## src/rtl/fft_pkg.sv

```systemverilog
// Shared constants and the FSM state type for the FFT spectrum-magnitude path.
package fft_pkg;

    localparam int DATA_WIDTH = 21;
    localparam int FRAC_BITS  = 15;
    localparam int N_BINS     = 8;

    // 1/K of the CORDIC gain in Q0.16 (K ~= 1.64676)
    localparam logic [16:0] CORDIC_INV_GAIN = 17'd39797;

    typedef enum logic [2:0] {
        IDLE,
        LOAD,
        ITER,
        SCALE,
        OUT
    } state_t;

endpackage

```

## src/rtl/cordic_vec_iter.sv

```systemverilog
// One vectoring-mode CORDIC micro-rotation; drives y toward zero.
module cordic_vec_iter #(
    parameter int W  = 23,
    parameter int SW = 5
) (
    input  logic signed [W-1:0]  x,
    input  logic signed [W-1:0]  y,
    input  logic        [SW-1:0] shift,
    output logic signed [W-1:0]  x_nxt,
    output logic signed [W-1:0]  y_nxt
);

    logic signed [W-1:0] xs;
    logic signed [W-1:0] ys;

    assign xs = x >>> shift;
    assign ys = y >>> shift;

    always_comb begin
        x_nxt = x;
        y_nxt = y;
        if (!y[W-1]) begin
            x_nxt = x + ys;
            y_nxt = y - xs;
        end else begin
            x_nxt = x - ys;
            y_nxt = y + xs;
        end
    end

endmodule

```

## src/rtl/fft_mag_cordic.sv

```systemverilog
// Per-bin magnitude of an FFT frame using one shared iterative CORDIC;
// magnitudes stream out bin 0 first on a valid/ready interface.
module fft_mag_cordic
    import fft_pkg::*;
#(
    parameter int DATA_WIDTH = 21,
    parameter int N_BINS     = 8,
    parameter int ITERS      = 16
) (
    input  logic                                 clk_i,
    input  logic                                 rst_ni,
    input  logic                                 valid_i,
    output logic                                 ready_o,
    input  logic [N_BINS-1:0][DATA_WIDTH-1:0]    y_re_i,
    input  logic [N_BINS-1:0][DATA_WIDTH-1:0]    y_im_i,
    output logic                                 mag_valid_o,
    input  logic                                 mag_ready_i,
    output logic [DATA_WIDTH:0]                  mag_o,
    output logic [2:0]                           mag_idx_o,
    output logic                                 mag_last_o
);

    // Two guard bits: one for the -2^20 fold, one for CORDIC gain growth.
    localparam int W  = DATA_WIDTH + 2;
    localparam int IW = $clog2(DATA_WIDTH + 1);

    state_t                            state;
    logic [N_BINS-1:0][DATA_WIDTH-1:0] re_buf;
    logic [N_BINS-1:0][DATA_WIDTH-1:0] im_buf;
    logic [2:0]                        cnt;
    logic [IW-1:0]                     it;
    logic signed [W-1:0]               x;
    logic signed [W-1:0]               y;
    logic signed [W-1:0]               x_nxt;
    logic signed [W-1:0]               y_nxt;
    logic signed [W-1:0]               ext_re;
    logic signed [W-1:0]               ext_im;
    logic signed [W+17:0]              prod;
    logic                              unused_prod;

    assign ext_re = {{2{re_buf[cnt][DATA_WIDTH-1]}}, re_buf[cnt]};
    assign ext_im = {{2{im_buf[cnt][DATA_WIDTH-1]}}, im_buf[cnt]};

    assign prod        = x * $signed({1'b0, CORDIC_INV_GAIN});
    assign unused_prod = ^{prod[W+17:DATA_WIDTH+17], prod[15:0]};

    cordic_vec_iter #(
        .W  (W),
        .SW (IW)
    ) u_iter (
        .x     (x),
        .y     (y),
        .shift (it),
        .x_nxt (x_nxt),
        .y_nxt (y_nxt)
    );

    always_ff @(posedge clk_i or negedge rst_ni) begin
        if (!rst_ni) begin
            state       <= IDLE;
            ready_o     <= 1'b1;
            mag_valid_o <= 1'b0;
            mag_o       <= '0;
            mag_idx_o   <= '0;
            mag_last_o  <= 1'b0;
            re_buf      <= '0;
            im_buf      <= '0;
            cnt         <= '0;
            it          <= '0;
            x           <= '0;
            y           <= '0;
        end else begin
            case (state)
                IDLE: begin
                    if (valid_i) begin
                        re_buf  <= y_re_i;
                        im_buf  <= y_im_i;
                        cnt     <= '0;
                        ready_o <= 1'b0;
                        state   <= LOAD;
                    end
                end
                LOAD: begin
                    // Fold into the right half-plane so vectoring converges.
                    if (ext_re[W-1]) begin
                        x <= -ext_re;
                        y <= -ext_im;
                    end else begin
                        x <= ext_re;
                        y <= ext_im;
                    end
                    it    <= '0;
                    state <= ITER;
                end
                ITER: begin
                    x  <= x_nxt;
                    y  <= y_nxt;
                    it <= it + 1'b1;
                    if (it == IW'(ITERS - 1)) state <= SCALE;
                end
                SCALE: begin
                    mag_o       <= prod[DATA_WIDTH+16:16];
                    mag_idx_o   <= cnt;
                    mag_last_o  <= (cnt == 3'(N_BINS - 1));
                    mag_valid_o <= 1'b1;
                    state       <= OUT;
                end
                OUT: begin
                    if (mag_ready_i) begin
                        mag_valid_o <= 1'b0;
                        if (cnt == 3'(N_BINS - 1)) begin
                            ready_o <= 1'b1;
                            state   <= IDLE;
                        end else begin
                            cnt   <= cnt + 3'd1;
                            state <= LOAD;
                        end
                    end
                end
                default: state <= IDLE;
            endcase
        end
    end

endmodule

```

## config.mk

```make
export PLATFORM = sky130hd
export DESIGN_NAME = fft_mag_cordic
export DESIGN_NICKNAME = d
export VERILOG_FILES = /design/src/rtl/fft_pkg.sv /design/src/rtl/cordic_vec_iter.sv /design/src/rtl/fft_mag_cordic.sv
export SDC_FILE = /design/constraint.sdc
export NUM_CORES = 1
export LEC_CHECK = 0
export BUFFER_PORTS_ARGS = -buffer_cell sky130_fd_sc_hd__buf_2
export CORE_MARGIN = 2
export CORE_UTILIZATION = 61
export CTS_CLUSTER_DIAMETER = 40
export DETAILED_ROUTE_END_ITERATION = 8
export PLACE_DENSITY = 0.86
export SLEW_MARGIN = 10
export SYNTH_ARGS = -nofsm -noshare
export SYNTH_HDL_FRONTEND = slang
export SYNTH_SLANG_ARGS = --single-unit
```

## constraint.sdc

```tcl
create_clock -name clk_i -period 8.05 [get_ports clk_i]
set_clock_uncertainty 0.1 [all_clocks]
set_input_delay 0.805 -clock clk_i [delete_from_list [all_inputs] [get_ports clk_i]]
set_output_delay 0.805 -clock clk_i [all_outputs]
set_load 0.03 [all_outputs]
```

==> flow_metrics.tcl <==
set metrics [dict create \
    clockBufferDepth 3 \
    crit_buf_inv 4 \
    critPathCaptureType "flip-flop" \
    core_sq_um 53600 \
    status "complete, no violations" \
    gp_congestion 0.9611 \
    grt_use_total_pct 33.93 \
    numCtsBuffers 52 \
    critPathTopFamily "adder cells" \
    synthesis.nets 3675 \
    netlist_area_sq_um 32970 \
    netlist_instances 2941 \
    relSlewSlack_pct 29.54 \
    synth_top_area_cell "dfrtp_1" \
    overflow 0 \
    crit_required_ns 8.43 \
    cp_max_fo 13 \
    synth_top_area_share_pct 31.88 \
    setup_viol 0 \
    crit_top_cell "fa_1" \
    num_vias 25880 \
    start_util_pct 61.51 \
    rsz0062_at_grt "false" \
    syn_to_final_growth_pct 13.14 \
    critical_path.slowest_cell "dfrtp_1" \
    fin_crit_ns 6.996 \
    clock_latency_ns 0.63 \
    postRouteWirelength_mm 96.40 \
    drcViolationCount 0 \
    drive_gt1_share_pct 31.23 \
    htree_num_levels 2 \
    finalCritPeriodShare_pct 86.91 \
    dieHeight_microns 236.5 \
    gr-usage-met1_pct 42.40 \
    cts.reportedPaths.clkPinSlew_ns 0.06 \
    yosysMostFrequentCell "dfrtp_1" \
    muxShareOfSynthArea_pct 24.01 \
    clock-sinks 421 \
    drv_slew 0 \
    first_iter_violations 2576 \
    die_w_microns 236.5 \
    synth_simple_gate_area_share_pct 7.089 \
    worst_path_largest_cell_delay_ns 0.68 \
    port_buffers 367 \
    arrival_ns 7.38 \
    synth_top_family_by_area "multiplexers" \
    worstSetupPathType "flip-flop to flip-flop" \
    synth-main-ff-cell "dfrtp_1" \
    worst_pin_slew_ns 1.057 \
    cts_setup_buffers 0 \
    viasPerCell 6.409 \
    rows 85 \
    grt_pass1_wl_mm 148.7 \
    layout.nets 3986 \
    tritoncts "built" \
    io_pins 368 \
    synthTopCellsByCount "dfrtp_1 (420), mux2_2 (359), inv_1 (315)" \
    synth-async-reset-ratio_pct 100.0 \
    cts-resized-gates 0 \
    grt_busiest_layer "met2" \
    antenna_found_initial 49 \
    firstDrtPassIters 7 \
    setup_tns_ns 0 \
    hold_class "input port to async pin" \
    wl_per_cell_microns 23.87 \
    antenna_left 0 \
    syn-mean-instance-area_sq_um 11.21 \
    cts_root_buf "clkbuf_16" \
    yosys.area_share.adder_pct 18.78 \
    dpl.hpwl_mm 67.48 \
    synth-seq-cells 421 \
    max_cap_viol_count 0 \
    synth_area_leaders "dfrtp_1 (32%), mux2_2 (12%), fa_1 (10%), mux4_2 (9.3%), ha_1 (8.6%)" \
    hold_buffers 0 \
    seq_area_frac_synth_pct 31.96 \
    synth_compound_area_share_pct 9.392 \
    fmax_mhz 142.9 \
    synth_edf_count 0 \
    worstSetupStartpointType "flip-flop" \
    hold_viol 0 \
    worstPathCellList "ha_1, inv_1, fa_1, fa_1, inv_1, fa_1, fa_1, inv_1, fa_1, inv_1, ha_1, and2_1, a221o_1, nor4_1, nor3_1, o2111ai_1, a31oi_1, o2111ai_1, nand2_1, o311ai_0" \
    synthXorXnorAreaFrac_pct 3.241 \
    grtUsageMet2_pct 55.63 \
    yosys_warnings 0 \
    grt_max_degree 178 \
    grt_use_met3_pct 9.524 \
    grt_pass1_vias 26410 \
    synth_cell_type_count 97 \
    die-area_sq_um 55930 \
]
-- area by class of cell --
type,count,area [sq um]
Multi-Input combinational cell,2056,20630
Antenna cell,47,117.6
Tap cell,696,870.8
Clock inverter,29,381.6
Fill cell,3528,16300
Clock buffer,68,1421
Timing Repair Buffer,402,2135
Inverter,319,1197
Sequential cell,421,10550
-- layer usage --
| layer | vias up | part of all wire (%) |
|---|---|---|
| met5 | - | 0.13 |
| met4 | 18 | 4.7 |
| met3 | 361 | 11 |
| met2 | 1544 | 48 |
| met1 | 12790 | 36 |
| li1 | 11170 | - |
-- cell usage in the layout (no fill, tap or decap), types with 12 or more instances in the layout --
master and count:
nand2_1 159, a21o_1 27, buf_2 366, nor2b_1 15
mux2i_1 73, nand2b_1 13, buf_4 33, clkbuf_16 52
or3_1 12, nor3_1 42, xnor2_1 60, inv_1 315
xor2_1 62, a211oi_1 16, o21ai_0 108, nand3_1 32
nor2_1 136, fa_1 168, a21oi_1 128, o21a_1 14
diode_2 47, ha_1 226, mux4_2 136, a31oi_1 31
nor3b_1 12, o211ai_1 15, mux2_2 359, dfrtp_1 414
o31ai_1 15
-- flip-flops by register name, summed over array words and instances, names as in the netlist --
signal	flops
im_buf	168
re_buf	168
x	23
y	23
mag_o	22
it	5
cnt	3
mag_idx_o	3
state	3
mag_last_o	1
mag_valid_o	1
ready_o	1
-- worst paths after layout --
check                      startpoint          to  slack (ns)  depth (start not counted)
max in group asynchronous      rst_ni        x[6]        6.28                          2
min reg2reg                  mag_o[2]    mag_o[2]        0.37                          2
min in group clk_i         y_im_i[74]  im_buf[74]        0.31                          2
max reg2reg                      x[7]   mag_o[21]        1.05                         20
max                              x[7]   mag_o[21]        1.05                         20
min                            rst_ni  re_buf[46]        0.15                          1
-- logic make-up (layout without fill, tap and decap cells) --
group | after synthesis | after routing
buffers and inverters | 464 | 818
muxes | 575 | 575
xor gates and xnor gates | 122 | 122
other | 0 | 47
DFF | 421 | 421
adders and majority gates | 394 | 394
and+or+nand+nor | 490 | 490
AOI/OAI and AO/OA | 475 | 475
-- metrics by stage --
stage               hold WS, ns  cells  setup slack, ns  area, sq um  util, %
finish                   0.1516   4038            1.054        37300    69.59
global route             0.2174   4030           0.7039        37280    69.56
CTS                      0.1763   3991            1.132        37190    69.37
detailed placement       0.3576   3894            1.063        35380    66.01
global placement         0.3555   3894            1.392        35380    66.01
floorplan                0.3732   2941            2.038        32970        -
Power is left out: the tool's default activity adds up to more than one toggle a clock period on the data nets, which glitch-free logic cannot reach.
